==> src/rtl/id_ex_pipe_reg.sv <==
// ID/EX pipeline register: captures operands, immediate, indices and decoded
// controls for EX, with WB write bypass and load-use bubble insertion.
module id_ex_pipe_reg #(
  parameter int XLEN    = 64,
  parameter int REG_AW  = 5,
  parameter int ALUOP_W = 2
) (
  input  logic               clk,
  input  logic               reset,
  input  logic               id_valid,
  input  logic [XLEN-1:0]    id_pc,
  input  logic [XLEN-1:0]    id_rs1_data,
  input  logic [XLEN-1:0]    id_rs2_data,
  input  logic [XLEN-1:0]    id_imm,
  input  logic [REG_AW-1:0]  id_rs1,
  input  logic [REG_AW-1:0]  id_rs2,
  input  logic [REG_AW-1:0]  id_rd,
  input  logic               id_reg_write,
  input  logic               id_mem_read,
  input  logic               id_mem_write,
  input  logic               id_mem_to_reg,
  input  logic               id_alu_src,
  input  logic               id_branch,
  input  logic [ALUOP_W-1:0] id_alu_op,
  input  logic               wb_reg_write,
  input  logic [REG_AW-1:0]  wb_rd,
  input  logic [XLEN-1:0]    wb_write_data,
  input  logic               flush,
  input  logic               ex_stall,
  output logic               hazard_stall,
  output logic               ex_valid,
  output logic [XLEN-1:0]    ex_pc,
  output logic [XLEN-1:0]    ex_rs1_data,
  output logic [XLEN-1:0]    ex_rs2_data,
  output logic [XLEN-1:0]    ex_imm,
  output logic [REG_AW-1:0]  ex_rs1,
  output logic [REG_AW-1:0]  ex_rs2,
  output logic [REG_AW-1:0]  ex_rd,
  output logic               ex_reg_write,
  output logic               ex_mem_read,
  output logic               ex_mem_write,
  output logic               ex_mem_to_reg,
  output logic               ex_alu_src,
  output logic               ex_branch,
  output logic [ALUOP_W-1:0] ex_alu_op
);

  logic [XLEN-1:0] rs1_fwd;
  logic [XLEN-1:0] rs2_fwd;
  logic            wb_hit1;
  logic            wb_hit2;
  logic            hz;
  logic            bubble;

  // The register file returns stale data while WB writes the same index.
  assign wb_hit1 = wb_reg_write && (wb_rd != '0) && (wb_rd == id_rs1);
  assign wb_hit2 = wb_reg_write && (wb_rd != '0) && (wb_rd == id_rs2);
  assign rs1_fwd = wb_hit1 ? wb_write_data : id_rs1_data;
  assign rs2_fwd = wb_hit2 ? wb_write_data : id_rs2_data;

  assign hz = ex_valid && ex_mem_read && (ex_rd != '0) && id_valid &&
              ((ex_rd == id_rs1) || (ex_rd == id_rs2));

  assign hazard_stall = hz && !flush && !ex_stall;
  // Flush overrides a downstream hold so a killed instruction cannot linger.
  assign bubble       = flush || (hz && !ex_stall);

  always_ff @(posedge clk or negedge reset) begin
    if (!reset) begin
      ex_valid      <= 1'b0;
      ex_pc         <= '0;
      ex_rs1_data   <= '0;
      ex_rs2_data   <= '0;
      ex_imm        <= '0;
      ex_rs1        <= '0;
      ex_rs2        <= '0;
      ex_rd         <= '0;
      ex_reg_write  <= 1'b0;
      ex_mem_read   <= 1'b0;
      ex_mem_write  <= 1'b0;
      ex_mem_to_reg <= 1'b0;
      ex_alu_src    <= 1'b0;
      ex_branch     <= 1'b0;
      ex_alu_op     <= '0;
    end else if (bubble) begin
      ex_valid      <= 1'b0;
      ex_pc         <= '0;
      ex_rs1_data   <= '0;
      ex_rs2_data   <= '0;
      ex_imm        <= '0;
      ex_rs1        <= '0;
      ex_rs2        <= '0;
      ex_rd         <= '0;
      ex_reg_write  <= 1'b0;
      ex_mem_read   <= 1'b0;
      ex_mem_write  <= 1'b0;
      ex_mem_to_reg <= 1'b0;
      ex_alu_src    <= 1'b0;
      ex_branch     <= 1'b0;
      ex_alu_op     <= '0;
    end else if (!ex_stall) begin
      ex_valid      <= id_valid;
      ex_pc         <= id_pc;
      ex_rs1_data   <= rs1_fwd;
      ex_rs2_data   <= rs2_fwd;
      ex_imm        <= id_imm;
      ex_rs1        <= id_rs1;
      ex_rs2        <= id_rs2;
      ex_rd         <= id_rd;
      ex_reg_write  <= id_valid && id_reg_write;
      ex_mem_read   <= id_valid && id_mem_read;
      ex_mem_write  <= id_valid && id_mem_write;
      ex_mem_to_reg <= id_valid && id_mem_to_reg;
      ex_alu_src    <= id_valid && id_alu_src;
      ex_branch     <= id_valid && id_branch;
      ex_alu_op     <= id_valid ? id_alu_op : '0;
    end
  end

endmodule

==> config.mk <==
export PLATFORM = sky130hd
export DESIGN_NAME = id_ex_pipe_reg
export DESIGN_NICKNAME = d
export VERILOG_FILES = /design/src/rtl/id_ex_pipe_reg.sv
export SDC_FILE = /design/constraint.sdc
export NUM_CORES = 1
export LEC_CHECK = 0
export BUFFER_PORTS_ARGS = -buffer_cell sky130_fd_sc_hd__buf_2
export CAP_MARGIN = 0
export CELL_PAD_IN_SITES_DETAIL_PLACEMENT = 0
export CELL_PAD_IN_SITES_GLOBAL_PLACEMENT = 2
export CORE_AREA = 2 2 249 251
export CTS_CLUSTER_SIZE = 10
export DETAILED_ROUTE_END_ITERATION = 16
export DIE_AREA = 0 0 251 253
export PLACE_DENSITY = 0.73
export SLEW_MARGIN = 5
export SYNTH_ARGS = -nofsm -noshare
export SYNTH_HDL_FRONTEND = slang
export SYNTH_SLANG_ARGS = --single-unit
==> constraint.sdc <==
create_clock -name clk -period 1.85 [get_ports clk]
set_input_delay 0.0925 -clock clk [delete_from_list [all_inputs] [get_ports clk]]
set_output_delay 0.0925 -clock clk [all_outputs]
set_load 0.03 [all_outputs]
==> results.toml <==
[cts]
insertion_delay_ps = 560
clk_path_buf_depth = 3
clock-sinks = 280
htree_levels = 2
clk_pin_slew_ps = 60
cts_tree = "done"
numCtsBuffers = 37
clock-root-buffer = "clkbuf_16"

[detailed_routing]
routed_wl_microns = 60700
detail-route-antenna-nets = 0
dr.pass1.iters = 6
remaining_drc_errors = 0
vias = 14054
viasPerCell = 4.663
first_iter_violations = 825
wire_per_inst_microns = 20.14

[floorplan]
rows = 91
die_height_microns = 253
io-pin-count = 635
fp.coreArea_sq_um = 61030
die_w_microns = 251
dieArea_sq_um = 63500
initial_core_util_pct = 21.06

[placed_design]
postPlaceCellArea_sq_um = 17230
dpl.hpwl_microns = 40310
gp_congestion = 0.8248
portBuffers = 634
pre_cts_ws_ps = -100.7

[final_layout]
finalNetCount = 2552
final_cell_mix = "buf_2, dlygate4sd3_1, dfrtp_1"
multi_input_area_sq_um = 5570
postLayoutCoreUtil_pct = 38.02
fin_area_sq_um = 23210
syn_to_final_growth_pct = 80.59
final-seq-area_sq_um = 7013
drive_gt1_share_pct = 38.49
final_common_cell = "buf_2"
nFillCells = 6052

[sta]
rsz0062_at_grt = "yes"
skew_ps = 28.30
post-route-min-period_ps = 2185
slew_viol_final = 0
tightest_slew_ps = 588.4
setup_viol = 267
slew_headroom_pct = 60.69
max_freq_mhz = 457.7
hold_violations = 0
fin_crit_sh_pct = 118.1
setup_ws_ps = -335.0

[logic_synthesis]
synthMuxAreaShare_pct = 0
synthAdderAreaFrac_pct = 0
avgSynthCellArea_sq_um = 10.65
ys_async_sr_fraction_pct = 100.0
synth_fp_nets = 1560
ys.flop_type = "dfrtp_1"
ys_seq_elements = 280
synth_compound_area_share_pct = 18.19
syn-cell-area_sq_um = 12850
synth_seq_area_share_pct = 54.53
synth_xor_area_share_pct = 1.363
synth_top_family_by_area = "simple AND/OR/NAND/NOR gates"
synth_edf_count = 0
synth_cell_types = 33
syn_inst = 1206
synthSimpleGateAreaFrac_pct = 20.51
yosysWarnings = 0

[power]
power_mw = 17.31
p_per_area_nw_per_um2 = 745.9
comb_power_share_pct = 21.1
clockPowerShare_pct = 40.3
netSwitchingFraction_pct = 29.23
p_switching_mw = 5.060
intPower_mw = 12.25
power_frac_seq_pct = 38.5
p_leak_nw = 10.88
ir_drop_uv = 597.5

[global_routing]
track_usage_pct = 18.27
grt_pass1_vias = 14858
grt_pass1_wl_microns = 90030
grt_max_degree = 129
antenna_found_initial = 4
grt.overflow.total = 0

[setup_path]
crit_type = "flip-flop to primary output"
start_kind = "flip-flop"
r2r_slack_ps = -320
end_kind = "primary output"
critPathArrivalTime_ps = 2090
worstPathRequired_ps = 1760
path_max_fanout = 4

[status]
status = "finished with violations"
violations = "setup timing"

[hold_path]
hold_class = "input pin to flip-flop"

[flow_run]
maxCapViolCount = 0
==> kinds of logic after synthesis <==
kind of cell	Yosys count
AND/OR/NAND/NOR	492
AO/OA/AOI/OAI	285
flip-flops	280
buffers and inverters	129
XOR/XNOR	20
==> synthesized netlist by cell type (9+ instances only) <==
library cell	instances	area, sq um
dfrtp_1	280	7007
nand2_1	261	979.7
a31oi_1	128	800.8
a32o_1	128	1281
nand3b_1	128	960.9
clkbuf_1	96	360.4
nor2b_1	66	412.9
buf_8	12	180.2
xor2_1	12	105.1
a22o_1	10	87.58
nor3b_1	10	75.07
buf_4	9	67.56
==> timing repair <==
action,in CTS,in global routing
endpoints found under the setup margin,267,280
hold buffers,340,0
cloned,24,0
endpoints found under the hold margin,557,0
pin swaps,5,2
resized for setup,63,19
setup buffers,17,0
==> routing by layer <==
layer / routed length [microns] / vias up / GRT usage [%] / part of all wire (%)
met5: 0 / - / 0 / 0
met4: 2460 / 0 / 7.347 / 4.1
met1: 25570 / 7007 / 23.23 / 42
met3: 3309 / 134 / 3.711 / 5.5
li1: - / 6431 / - / -
met2: 29350 / 482 / 30.34 / 48
==> critical path, stage by stage (launching register included) <==
cell and delay, ps:
dfrtp_2 440, or4_4 540, o21ai_2 140, or2_4 160, buf_12 110, nor2_4 30, buf_6 130
==> path summary, 6_finish.rpt <==
check | start | cells after the start | endpoint
min | wb_write_data[41] | 4 | ex_rs2_data[41]
max reg2reg | ex_rd[4] | 7 | ex_imm[46]
min in group asynchronous | reset | 2 | ex_alu_src
max in group asynchronous | reset | 3 | ex_imm[32]
min reg2reg | ex_imm[28] | 1 | ex_imm[28]
max | ex_rd[4] | 6 | hazard_stall
==> metrics by stage <==
step           TNS, ps  hold WS (ps)  std cells
2_1_floorplan    -4641        -203.1       1206
3_3_place_gp    -12830         39.57       2568
3_5_place_dp    -13190         38.15       2568
4_1_cts         -63920         2.286       3009
5_1_grt         -78910         18.55       3010
6_report        -56540         32.28       3014
==> power by group through the flow <==
stage                     Sequential (mW)  Clock (mW)  Combinational [mW]
after detailed placement             6.77           0                2.81
after global placement               6.76           0                2.79
after floorplan                      7.44           0               0.806
final                                6.67        6.98                3.66
after CTS                            6.67        7.23                3.66
after global routing                 6.71        7.46                3.89
==> area by class of cell <==
class | count | area share, %
clock buffer | 51 | 4.561
tap | 790 | 4.259
antenna | 5 | 0.05392
multi-input combinational | 797 | 24.00
sequential | 280 | 30.22
inverter | 1 | 0.01618
timing repair buffer | 1081 | 36.47
clock inverter | 9 | 0.4152
Power figures use the tool's default switching activity.
